$ cat src/rtl/branch_resolve_pkg.sv
// Shared constants for branch resolution: funct3 codes,
// FSM states and flush counter sizing.
package branch_resolve_pkg;

  localparam logic [2:0] F3_BEQ  = 3'b000;
  localparam logic [2:0] F3_BNE  = 3'b001;
  localparam logic [2:0] F3_BLT  = 3'b100;
  localparam logic [2:0] F3_BGE  = 3'b101;
  localparam logic [2:0] F3_BLTU = 3'b110;
  localparam logic [2:0] F3_BGEU = 3'b111;

  typedef enum logic [1:0] {
    S_IDLE,
    S_REDIRECT,
    S_FLUSH
  } state_e;

  function automatic int flush_cw(input int n);
    return (n < 1) ? 1 : $clog2(n + 1);
  endfunction

endpackage

$ cat src/rtl/branch_resolve_cond.sv
// Combinational branch condition: funct3 + comparator flags
// to taken / illegal.
module branch_cond
  import branch_resolve_pkg::*;
(
  input  logic [2:0] funct3,
  input  logic       is_jump,
  input  logic       br_eq,
  input  logic       br_lt,
  input  logic       br_ltu,
  output logic       taken,
  output logic       illegal
);

  logic cond;
  logic bad;

  always_comb begin
    cond = 1'b0;
    bad  = 1'b0;
    unique case (funct3)
      F3_BEQ:  cond = br_eq;
      F3_BNE:  cond = !br_eq;
      F3_BLT:  cond = br_lt;
      F3_BGE:  cond = !br_lt;
      F3_BLTU: cond = br_ltu;
      F3_BGEU: cond = !br_ltu;
      default: bad  = 1'b1;
    endcase
  end

  assign taken   = is_jump | cond;
  assign illegal = !is_jump & bad;

endmodule

$ cat src/rtl/branch_resolve.sv
// Branch resolve: redirect handshake to fetch, then flush.
// Optional statistics counters under BRANCH_STATS_EN.
module branch_resolve
  import branch_resolve_pkg::*;
#(
  parameter int XLEN         = 32,
  parameter int FLUSH_CYCLES = 2,
  parameter int CNT_W        = 16
) (
  input  logic             clock,
  input  logic             reset,
  input  logic             io_in_valid,
  output logic             io_in_ready,
  input  logic [2:0]       io_funct3,
  input  logic             io_is_jump,
  input  logic             io_br_eq,
  input  logic             io_br_lt,
  input  logic             io_br_ltu,
  input  logic [XLEN-1:0]  io_target,
  output logic             io_redir_valid,
  input  logic             io_redir_ready,
  output logic [XLEN-1:0]  io_redir_pc,
  output logic             io_flush,
  output logic             io_misalign,
  output logic             io_illegal,
  output logic [CNT_W-1:0] io_taken_cnt,
  output logic [CNT_W-1:0] io_nottaken_cnt
);

  localparam int FCW = flush_cw(FLUSH_CYCLES);
  localparam logic [FCW-1:0] FLOAD = FCW'(FLUSH_CYCLES);

  state_e          state_q, state_d;
  logic [XLEN-1:0] pc_q, pc_d;
  logic [FCW-1:0]  fcnt_q, fcnt_d;
  logic            misalign_q, misalign_d;
  logic            illegal_q, illegal_d;

  logic taken;
  logic illegal;
  logic accept;
  logic aligned;

  branch_cond u_cond (
    .funct3  (io_funct3),
    .is_jump (io_is_jump),
    .br_eq   (io_br_eq),
    .br_lt   (io_br_lt),
    .br_ltu  (io_br_ltu),
    .taken   (taken),
    .illegal (illegal)
  );

  assign io_in_ready = (state_q == S_IDLE);
  assign accept      = io_in_valid & io_in_ready;
  assign aligned     = (io_target[1:0] == 2'b00);

  always_comb begin
    state_d    = state_q;
    pc_d       = pc_q;
    fcnt_d     = fcnt_q;
    misalign_d = 1'b0;
    illegal_d  = 1'b0;
    unique case (state_q)
      S_IDLE: begin
        if (accept) begin
          illegal_d = illegal;
          if (taken && aligned) begin
            pc_d    = io_target;
            state_d = S_REDIRECT;
          end else if (taken) begin
            misalign_d = 1'b1;
          end
        end
      end
      S_REDIRECT: begin
        if (io_redir_ready) begin
          if (FLUSH_CYCLES == 0) begin
            state_d = S_IDLE;
          end else begin
            state_d = S_FLUSH;
            fcnt_d  = FLOAD;
          end
        end
      end
      S_FLUSH: begin
        if (fcnt_q <= FCW'(1)) state_d = S_IDLE;
        else fcnt_d = fcnt_q - 1'b1;
      end
      default: state_d = S_IDLE;
    endcase
  end

  always_ff @(posedge clock or negedge reset) begin
    if (!reset) begin
      state_q    <= S_IDLE;
      pc_q       <= '0;
      fcnt_q     <= '0;
      misalign_q <= 1'b0;
      illegal_q  <= 1'b0;
    end else begin
      state_q    <= state_d;
      pc_q       <= pc_d;
      fcnt_q     <= fcnt_d;
      misalign_q <= misalign_d;
      illegal_q  <= illegal_d;
    end
  end

  assign io_redir_valid = (state_q == S_REDIRECT);
  assign io_redir_pc    = pc_q;
  // Flush also covers the handshake cycle itself
  assign io_flush    = (state_q == S_FLUSH)
                     | (io_redir_valid & io_redir_ready);
  assign io_misalign = misalign_q;
  assign io_illegal  = illegal_q;

`ifdef BRANCH_STATS_EN
  logic [CNT_W-1:0] tcnt_q, tcnt_d;
  logic [CNT_W-1:0] ncnt_q, ncnt_d;

  always_comb begin
    tcnt_d = tcnt_q;
    ncnt_d = ncnt_q;
    if (accept && taken && aligned && tcnt_q != '1)
      tcnt_d = tcnt_q + 1'b1;
    if (accept && !taken && !illegal && ncnt_q != '1)
      ncnt_d = ncnt_q + 1'b1;
  end

  always_ff @(posedge clock or negedge reset) begin
    if (!reset) begin
      tcnt_q <= '0;
      ncnt_q <= '0;
    end else begin
      tcnt_q <= tcnt_d;
      ncnt_q <= ncnt_d;
    end
  end

  assign io_taken_cnt    = tcnt_q;
  assign io_nottaken_cnt = ncnt_q;
`else
  assign io_taken_cnt    = '0;
  assign io_nottaken_cnt = '0;
`endif

endmodule

$ cat config.mk
export PLATFORM = sky130hd
export DESIGN_NAME = branch_resolve
export DESIGN_NICKNAME = d
export VERILOG_FILES = /design/src/rtl/branch_resolve_pkg.sv /design/src/rtl/branch_resolve_cond.sv /design/src/rtl/branch_resolve.sv
export SDC_FILE = /design/constraint.sdc
export NUM_CORES = 1
export LEC_CHECK = 0
export BUFFER_PORTS_ARGS = -buffer_cell sky130_fd_sc_hd__buf_2
export CORE_ASPECT_RATIO = 0.75
export CORE_UTILIZATION = 46
export DETAILED_ROUTE_END_ITERATION = 8
export GPL_TIMING_DRIVEN = 1
export PLACE_DENSITY = 0.92
export SYNTH_ARGS = -nofsm -noshare
export SYNTH_HDL_FRONTEND = slang
export SYNTH_SLANG_ARGS = --single-unit
$ cat constraint.sdc
create_clock -name clock -period 4.1 [get_ports clock]
set_input_delay 0.41 -clock clock [delete_from_list [all_inputs] [get_ports clock]]
set_output_delay 0.41 -clock clock [all_outputs]
set_load 0.01 [all_outputs]
==> impl_metrics.json <==
{
  "cpPeakStageDelay_ps": 730,
  "first_global_vias": 1140,
  "dp_hpwl_mm": 2.35,
  "clock_sinks": 38,
  "worstSkewPairLatency_ps": 270,
  "cts_hold_buf": 0,
  "hold_viol_final": 0,
  "gp_congestion": 0.730,
  "period_share": 0.589,
  "numCtsBuffers": 5,
  "setup_violations": 0,
  "endpoint_kind": "flip-flop",
  "die_width_um": 73.9,
  "drive_gt1_frac": 0.523,
  "nFillCells": 307,
  "rows": 19,
  "grt_pass1_wl_mm": 4.89,
  "dp.cells": 265,
  "required_ps": 4260,
  "gr-total-overflow": 0,
  "fin_ws_ps": 1690,
  "start_util": 0.485,
  "grt_max_degree": 39,
  "io_buffers": 79,
  "fin_util": 0.599,
  "multi_input_area_um2": 669,
  "final_cell_mix": "79 x buf_2, 38 x dfrtp_1, 32 x conb_1, 26 x mux2_2, 6 x clkbuf_8",
  "synthCells": 137,
  "whs_ps": 218,
  "rsz0062_at_grt": "no",
  "wl_mm": 2.97,
  "status": "finished, final reports clean",
  "fmax_mhz": 414,
  "min_path_type": "in2async",
  "maxCapViolations": 0,
  "drc": 0,
  "report.final.slew_viol_count": 0,
  "tightest_slew_ps": 831,
  "register_area_um2": 951,
  "ys_types": 24,
  "place_area_mm2": 0.00210,
  "viasPerCell": 4.38,
  "first_iter_violations": 17,
  "post_cts.repair.setup_buffers": 0,
  "path_cells": "buf_2, mux2i_1, mux2_4, o311ai_4, buf_4, mux2_2",
  "p_per_area_mw_per_mm2": 584,
  "instances_no_fill": 272,
  "cp_max_fo": 17,
  "cp.arrival_ps": 2570,
  "die_area_mm2": 0.00414,
  "wl_per_cell_um": 10.9,
  "antenna_cells": 0,
  "crit_type": "in2reg",
  "clockBufferDepth": 2,
  "slew_headroom": 0.445,
  "place_ws_ps": 1370,
  "period_needed_ps": 2410,
  "avgSynthCellArea_um2": 13.0,
  "vias": 1192,
  "design_area_mm2": 0.00221,
  "ys.warnings.count": 0,
  "crit_family": "multiplexers",
  "final_common_cell": "buf_2",
  "cts_resized": 0,
  "ant_nets": 0,
  "clockRootBuffer": "clkbuf_8",
  "startpoint_type": "input port",
  "p_total_mw": 1.29,
  "ys_seq_area_frac": 0.533,
  "die_h_um": 56.0,
  "power.leakage_nw": 1.17,
  "fin_tns_setup_ps": 0,
  "synth-seq-cells": 38,
  "area_delta_synth_final_pct": 23.7,
  "cts_tree": "yes",
  "netlist.area_leader.share": 0.533,
  "ir_worst_vdd_v": 0.000322,
  "synth_area_leaders": "dfrtp_1 53%, mux2_2 16%, buf_4 13%",
  "path_clk_slew_ps": 70,
  "critPathBufInv": 2,
  "cts_htree_levels": 2,
  "fin_skew_ps": 4.36,
  "grtUsageTotal": 0.158,
  "fp.coreArea_mm2": 0.00368,
  "antenna_found_initial": 0,
  "firstDrtPassIters": 6,
  "syn_area_mm2": 0.00179,
  "nets": 264,
  "slowest_stage": "o311ai_4",
  "synth_top_cell_by_area": "dfrtp_1",
  "io_pins": 112
}
-- final timing paths --
check | startpoint | end | slack (ps) | cells after the start
worst max-delay path | io_funct3[2] | io_redir_pc[8]$_DFFE_PN0P_ | 1690 | 6
worst min-delay path | reset | io_redir_pc[6]$_DFFE_PN0P_ | 220 | 1
worst max register to register | state_q[0]$_DFFE_PN0P_ | io_redir_pc[10]$_DFFE_PN0P_ | 2210 | 5
worst min register to register | io_redir_pc[1]$_DFFE_PN0P_ | io_redir_pc[1]$_DFFE_PN0P_ | 480 | 1
max in group asynchronous | reset | state_q[1]$_DFFE_PN0P_ | 3360 | 1
min in group clock | io_funct3[2] | io_illegal$_DFF_PN0_ | 340 | 2
-- registers in the layout (all words and copies together) (netlist names) --
register	cells
io_illegal	1
state_q	2
io_redir_pc	32
fcnt_q	2
io_misalign	1
-- metal layers --
layer,up-vias,routed length (um),GRT usage
met5,-,0,0
met4,0,0,0.0549
met3,0,197,0.0453
met2,64,1580,0.278
met1,565,1190,0.180
li1,563,-,-
-- worst register-to-register path, delay by kind of cell (launching register included) --
family / cells / cell delay (ps)
compound gates: 1 / 260
buf+inv: 1 / 320
flops: 1 / 430
mux: 1 / 330
simple gates: 2 / 430
-- kinds of logic (layout without fill, tap and decap cells) --
| kind of cell | after synthesis | in the layout | synth area share |
|---|---|---|---|
| DFF | 38 | 38 | 0.533 |
| buffers and inverters | 37 | 89 | 0.158 |
| muxes | 32 | 32 | 0.203 |
| and+or+nand+nor | 19 | 19 | 0.0568 |
| AOI/OAI and AO/OA | 8 | 8 | 0.0357 |
| adders and majority gates | 1 | 1 | 0.00701 |
| other | 1 | 32 | 0.00210 |
| xor gates and xnor gates | 1 | 1 | 0.00491 |
-- cells in the mapped netlist, drive strengths merged --
cell type and count:
ha 1, or3 1, xor2 1, nor2 3, conb 1, buf 35, mux2 31, nand2 4
nor4b 1, and2 3, a21oi 3, nand2b 2, o21ai 3, inv 2, nor2b 2, a211oi 1
mux2i 1, nor3 2, o311ai 1, and3 1, dfrtp 38
-- report_power, final --
group	leakage, nW	total (mW)	internal, mW	switching [mW]
Combinational	0.654	0.407	0.208	0.199
Sequential	0.462	0.572	0.508	0.0648
Clock	0.0573	0.309	0.194	0.115
-- final cells by class --
type                            count  share of cell area
Clock inverter                      1              0.0136
Clock buffer                        6              0.0374
Inverter                            2             0.00340
Sequential cell                    38               0.431
Tap cell                           52              0.0295
Timing Repair Buffer               80               0.182
Multi-Input combinational cell     93               0.303
Power figures use the tool's default switching activity.
